--- config.mk ---
export PLATFORM = sky130hd
export DESIGN_NAME = mul32_arbiter
export DESIGN_NICKNAME = d
export VERILOG_FILES = /design/src/rtl/mul32_arbiter_pkg.sv /design/src/rtl/mul_arb_rr_picker.sv /design/src/rtl/mul32_arbiter.sv
export SDC_FILE = /design/constraint.sdc
export NUM_CORES = 1
export LEC_CHECK = 0
export CELL_PAD_IN_SITES_DETAIL_PLACEMENT = 1
export CELL_PAD_IN_SITES_GLOBAL_PLACEMENT = 2
export CORE_ASPECT_RATIO = 0.5
export CORE_MARGIN = 8
export CORE_UTILIZATION = 19
export DETAILED_ROUTE_END_ITERATION = 6
export PLACE_DENSITY = 0.76
export SYNTH_ARGS = -nofsm -noshare
export SYNTH_HDL_FRONTEND = slang
export SYNTH_SLANG_ARGS = --single-unit
--- constraint.sdc ---
create_clock -name clk_i -period 1.9 [get_ports clk_i]
set_clock_uncertainty 0.1 [all_clocks]
set_input_delay 0.38 -clock clk_i [delete_from_list [all_inputs] [get_ports clk_i]]
set_output_delay 0.38 -clock clk_i [all_outputs]
set_load 0.05 [all_outputs]
--- src/rtl/mul32_arbiter_pkg.sv ---
// Shared types for the 32-bit multiplier arbiter: multiplier port structs,
// arbiter state encoding and index-width helper.
package mul32_arbiter_pkg;

  localparam int unsigned Mul32Width = 32;

  typedef struct packed {
    logic                  enable;
    logic [Mul32Width-1:0] x;
    logic [Mul32Width-1:0] y;
  } mul32_in_t;

  typedef struct packed {
    logic                  can_accept_cmd;
    logic                  data_ready;
    logic [Mul32Width-1:0] prod;
  } mul32_out_t;

  typedef enum logic [1:0] {
    StIdle,
    StIssue,
    StWait,
    StResp
  } mul_arb_state_e;

  function automatic int unsigned rr_idx_w(input int unsigned n);
    return (n < 2) ? 1 : $clog2(n);
  endfunction

endpackage

--- src/rtl/mul_arb_rr_picker.sv ---
// Combinational round-robin picker: first valid requester after last_grant_i,
// wrapping modulo NumReq.
module mul_arb_rr_picker
  import mul32_arbiter_pkg::*;
#(
  parameter int unsigned NumReq = 2,
  parameter int unsigned IdxW   = rr_idx_w(NumReq)
) (
  input  logic [NumReq-1:0] req_valid_i,
  input  logic [IdxW-1:0]   last_grant_i,
  output logic              any_o,
  output logic [NumReq-1:0] grant_oh_o,
  output logic [IdxW-1:0]   grant_idx_o
);

  logic [IdxW-1:0] cand;

  always_comb begin
    any_o       = 1'b0;
    grant_oh_o  = '0;
    grant_idx_o = '0;
    cand        = '0;
    for (int unsigned off = 1; off <= NumReq; off++) begin
      cand = IdxW'((32'(last_grant_i) + off) % NumReq);
      if (!any_o && req_valid_i[cand]) begin
        any_o            = 1'b1;
        grant_oh_o[cand] = 1'b1;
        grant_idx_o      = cand;
      end
    end
  end

endmodule

--- src/rtl/mul32_arbiter.sv ---
// Shares one 32-bit multiplier between NumReq requesters, one operation at a
// time, round-robin; product returned to the owner as a one-cycle pulse.
module mul32_arbiter
  import mul32_arbiter_pkg::*;
#(
  parameter int unsigned NumReq = 2
) (
  input  logic                         clk_i,
  input  logic                         rst_i,
  input  logic [NumReq-1:0]            req_valid_i,
  input  logic [NumReq*Mul32Width-1:0] req_x_i,
  input  logic [NumReq*Mul32Width-1:0] req_y_i,
  output logic [NumReq-1:0]            req_accept_o,
  output logic [NumReq-1:0]            resp_valid_o,
  output logic [Mul32Width-1:0]        resp_prod_o,
  output logic                         busy_o,
  output mul32_in_t                    mul_in_o,
  input  mul32_out_t                   mul_out_i
);

  localparam int unsigned IdxW = rr_idx_w(NumReq);

  mul_arb_state_e        state_q, state_d;
  logic [IdxW-1:0]       owner_q, owner_d;
  logic [IdxW-1:0]       last_grant_q, last_grant_d;
  logic [Mul32Width-1:0] x_q, x_d, y_q, y_d;
  logic [Mul32Width-1:0] prod_q, prod_d;

  logic              any;
  logic [NumReq-1:0] grant_oh;
  logic [IdxW-1:0]   grant_idx;
  logic [NumReq-1:0] accept, resp;

  mul_arb_rr_picker #(
    .NumReq (NumReq),
    .IdxW   (IdxW)
  ) u_picker (
    .req_valid_i  (req_valid_i),
    .last_grant_i (last_grant_q),
    .any_o        (any),
    .grant_oh_o   (grant_oh),
    .grant_idx_o  (grant_idx)
  );

  always_ff @(posedge clk_i) begin
    if (rst_i) begin
      state_q      <= StIdle;
      owner_q      <= '0;
      last_grant_q <= IdxW'(NumReq - 1);
      x_q          <= '0;
      y_q          <= '0;
      prod_q       <= '0;
    end else begin
      state_q      <= state_d;
      owner_q      <= owner_d;
      last_grant_q <= last_grant_d;
      x_q          <= x_d;
      y_q          <= y_d;
      prod_q       <= prod_d;
    end
  end

  always_comb begin
    state_d      = state_q;
    owner_d      = owner_q;
    last_grant_d = last_grant_q;
    x_d          = x_q;
    y_d          = y_q;
    prod_d       = prod_q;
    accept       = '0;
    resp         = '0;
    unique case (state_q)
      StIdle: begin
        if (any) begin
          accept  = grant_oh;
          owner_d = grant_idx;
          x_d     = req_x_i[grant_idx*Mul32Width +: Mul32Width];
          y_d     = req_y_i[grant_idx*Mul32Width +: Mul32Width];
          state_d = StIssue;
        end
      end
      StIssue: begin
        if (mul_out_i.can_accept_cmd) state_d = StWait;
      end
      // data_ready is only meaningful here; elsewhere it is ignored
      StWait: begin
        if (mul_out_i.data_ready) begin
          prod_d  = mul_out_i.prod;
          state_d = StResp;
        end
      end
      StResp: begin
        resp[owner_q] = 1'b1;
        last_grant_d  = owner_q;
        state_d       = StIdle;
      end
      default: state_d = StIdle;
    endcase
  end

  // Outputs are forced low while rst_i is high, independent of the state register.
  assign req_accept_o = rst_i ? '0 : accept;
  assign resp_valid_o = rst_i ? '0 : resp;
  assign resp_prod_o  = rst_i ? '0 : prod_q;
  assign busy_o       = !rst_i && (state_q != StIdle);

  always_comb begin
    mul_in_o        = '0;
    mul_in_o.enable = !rst_i && (state_q == StIssue);
    mul_in_o.x      = rst_i ? '0 : x_q;
    mul_in_o.y      = rst_i ? '0 : y_q;
  end

endmodule

==> metrics.yaml <==
status:
  status: "complete, no violations"
clock_tree:
  tritoncts: "done"
  clock_tree.buffer_depth: 2
  clk_transition_reported_paths_ns: 0.08
  numCtsBuffers: 9
  clk_sinks: 100
  cts.hold.buffers_added: 0
  root_buffer: "sky130_fd_sc_hd__clkbuf_16"
  cts-htree-levels: 3
  clk-insertion-delay-late_ns: 0.36
global_routing:
  via_count_of_the_first_global_routing_pass: 5700
  wire_length_of_the_first_global_routing_pass_um: 33830
  grt_max_degree: 54
  antenna_found_initial: 3
  globalRouteOverflowTotal: 0
  global_route.usage.total_pct: 14.07
logic_synthesis:
  ys_types: 26
  synth_nets: 809
  yosysWarningCount: 0
  multiplexer_share_of_the_synthesized_area_pct: 0.2125
  postSynthCellCount: 638
  yosys.area_share.xor_xnor_pct: 0
  sequential_area_share_after_synthesis_pct: 42.50
  synth_adder_area_share_pct: 1.328
  synth-seq-cells: 100
  largest_family_of_logic_cells_by_synthesized_area: "compound AO/OA/AOI/OAI gates"
  synth_compound_gate_area_share_pct: 25.63
  mappedNetlistArea_um2: 4711
  synthSimpleGateAreaFrac_pct: 24.78
  postSynthAreaPerCell_um2: 7.384
route:
  drt_drc: 0
  via_per_inst: 4.312
  detail-route-antenna-nets: 0
  dr_total_vias: 5356
  post_drt_wl_per_cell_um: 17.85
  dr_iter_0_viols: 219
  detailedRoute.firstPassIterationCount: 4
  finalWirelength_um: 22170
job:
  maxCapViolations: 0
die:
  fp.dieH_um: 127.3
  start_util_pct: 19.49
  placement_rows: 40
  floorplan.io_pins: 268
  die-width_um: 238.7
  die_area_um2: 30390
  core_region_area_um2: 24170
layout:
  share_of_cells_above_drive_strength_1_pct: 18.72
  layout.cell_area.non_filler_um2: 8185
  final_std_cells_w_o_fill: 1242
  nNetsFinal: 1069
  layout.cells.most_common: "sky130_fd_sc_hd__clkdlybuf4s50_1"
  area_grow_syn2layout_pct: 73.76
  highest_count_cells_in_the_layout_ignoring_fill_and_taps: "sky130_fd_sc_hd__clkdlybuf4s50_1, sky130_fd_sc_hd__a21oi_1, sky130_fd_sc_hd__nand2_1, sky130_fd_sc_hd__buf_4, sky130_fd_sc_hd__nor2b_1"
timing:
  post-route-worst-setup-slack_ns: 0.06320
  post-route-period-util_pct: 96.67
  finalHoldViolations: 0
  fmaxAchievable_ghz: 0.5444
  rsz0062_at_grt: "true"
  setup_viol_count_final: 0
  worst_slew_margin_rel_pct: 66.02
  max_slew_violation_count: 0
  timing.final.crit_period_ns: 1.837
  max_slew.worst_pin.slew_ns: 0.5097
critical_path:
  critical_path.cell_chain: "inv_2 > ha_4 > o2111a_1 > buf_12"
  crit_path_top_delay_cell: "sky130_fd_sc_hd__dfxtp_2"
  critical_path_source: "state_q[1]$_SDFFE_PP0P_"
  worst_setup_path_start_kind: "flop"
  worst-path-max-fanout: 6
  register_to_register_setup_slack_ns: 0.26
  worstSetupEndpointType: "primary output"
  critical_path_arrival_ns: 1.36
  crit_path_max_incr_delay_ns: 0.34
  reg2reg_from: "state_q[1]$_SDFFE_PP0P_"
  setup.worst_path.class: "reg -> out"
  crit_required_ns: 1.42
power_and_ir_drop:
  vdd_drop_max_mv: 0.5236
  static-leakage-power_nw: 3.305
  pwr_density_cell_nw_per_um2: 1204
placement:
  detailedPlace.worstSlack_ns: -0.1549
  postPlaceCellArea_um2: 7814
  placed_cells: 1218
  buffer_ports.inserted: 267
  detailed_place_hpwl_um: 16710
  gp_congestion: 0.7695
min_path:
  hold_path_startpoint: "rst_i"
  min_path_type: "in -> reg"
[registers in the layout (all words and copies together) (netlist names)]
name          cells
y_q              32
x_q              32
owner_q           1
state_q           2
prod_q           32
last_grant_q      1
[timing repair]
action | CTS | global route
buffers inserted | 0 | 5
resized for setup | 12 | 2
pin swaps | 1 | 2
setup endpoints to repair | 5 | 4
[where the power goes]
part / total [W] / internal [W] / leakage, nW / switching [W]
logic: 0.00502 / 0.00201 / 2.35 / 0.00302
clock network: 0.00184 / 0.000912 / 0.135 / 0.000930
registers: 0.00299 / 0.00272 / 0.824 / 0.000268
[cell type report]
| cell class | count | area, um^2 |
|---|---|---|
| inverter | 4 | 15.01 |
| sequential | 100 | 2004 |
| multi-input combinational | 479 | 2507 |
| fill | 2871 | 15990 |
| timing repair buffer | 304 | 2948 |
| clock buffer | 9 | 225.2 |
| antenna | 3 | 7.507 |
| clock inverter | 7 | 57.56 |
| tap | 336 | 420.4 |
[critical path: cells and delay by family, from the launching register on]
kind	cells	cell delay [ns]
compound gates	1	0.24
fa+ha+maj	1	0.18
buf+inv	2	0.24
flops	1	0.34
[through the flow]
step | hold WS [ns] | total power, W | util [%] | TNS [ns]
after global placement | 0.3354 | 0.007872 | 32.32 | -3.952
final | 0.2950 | 0.009854 | 33.86 | 0
after global routing | 0.2896 | 0.01052 | 33.86 | -0.03534
after CTS | 0.2775 | 0.009938 | 33.65 | -0.008995
after floorplan | 0.3318 | 0.005960 | - | -2.523
after detailed placement | 0.3389 | 0.007960 | 32.32 | -6.144
[cells by family after synthesis]
family	count (synthesis)
adders and majority gates	5
DFF	100
and+or+nand+nor	239
buffers and inverters	59
muxes	1
AOI/OAI and AO/OA	234
[routing by layer]
metal	GRT usage (%)	vias to the layer above	share of wire, %
met4	4.853	0	2.4
met3	3.004	27	3.0
li1	-	2642	-
met5	0	-	0
met1	15.54	2609	41
met2	26.48	78	54
[final timing paths]
kind / end / depth (start not counted)
worst max-delay path: req_accept_o[0] / 4
worst min-delay path: prod_q[24]$_SDFFE_PP0P_ / 2
worst max register to register: y_q[10]$_SDFFE_PP0P_ / 7
worst min register to register: prod_q[11]$_SDFFE_PP0P_ / 2
[cell usage after synthesis]
| master | count | share of area (%) |
|---|---|---|
| sky130_fd_sc_hd__mux2i_1 | 1 | 0.21 |
| sky130_fd_sc_hd__o2111a_1 | 1 | 0.24 |
| sky130_fd_sc_hd__o21ai_0 | 64 | 6.8 |
| sky130_fd_sc_hd__nor2b_1 | 99 | 13 |
| sky130_fd_sc_hd__buf_2 | 17 | 1.8 |
| sky130_fd_sc_hd__o31a_1 | 2 | 0.37 |
| sky130_fd_sc_hd__buf_4 | 5 | 0.80 |
| sky130_fd_sc_hd__a21bo_2 | 1 | 0.21 |
| sky130_fd_sc_hd__o21ai_1 | 1 | 0.11 |
| sky130_fd_sc_hd__clkbuf_1 | 31 | 2.5 |
| sky130_fd_sc_hd__nor2_1 | 3 | 0.24 |
| sky130_fd_sc_hd__nor4b_1 | 1 | 0.19 |
| sky130_fd_sc_hd__nor3b_1 | 2 | 0.32 |
| sky130_fd_sc_hd__nand2_1 | 130 | 10 |
| sky130_fd_sc_hd__a21oi_1 | 160 | 17 |
| sky130_fd_sc_hd__a21boi_2 | 1 | 0.24 |
| sky130_fd_sc_hd__and3_1 | 2 | 0.27 |
| sky130_fd_sc_hd__inv_1 | 4 | 0.32 |
| sky130_fd_sc_hd__o21a_2 | 1 | 0.19 |
| sky130_fd_sc_hd__nor4_1 | 1 | 0.13 |
| sky130_fd_sc_hd__dfxtp_1 | 100 | 42 |
| sky130_fd_sc_hd__ha_1 | 5 | 1.3 |
| sky130_fd_sc_hd__and2_1 | 1 | 0.13 |
| sky130_fd_sc_hd__a22oi_1 | 1 | 0.16 |
| sky130_fd_sc_hd__o21a_1 | 2 | 0.32 |
| sky130_fd_sc_hd__buf_1 | 2 | 0.16 |
Note: power is estimated with default switching activity, not from simulation.
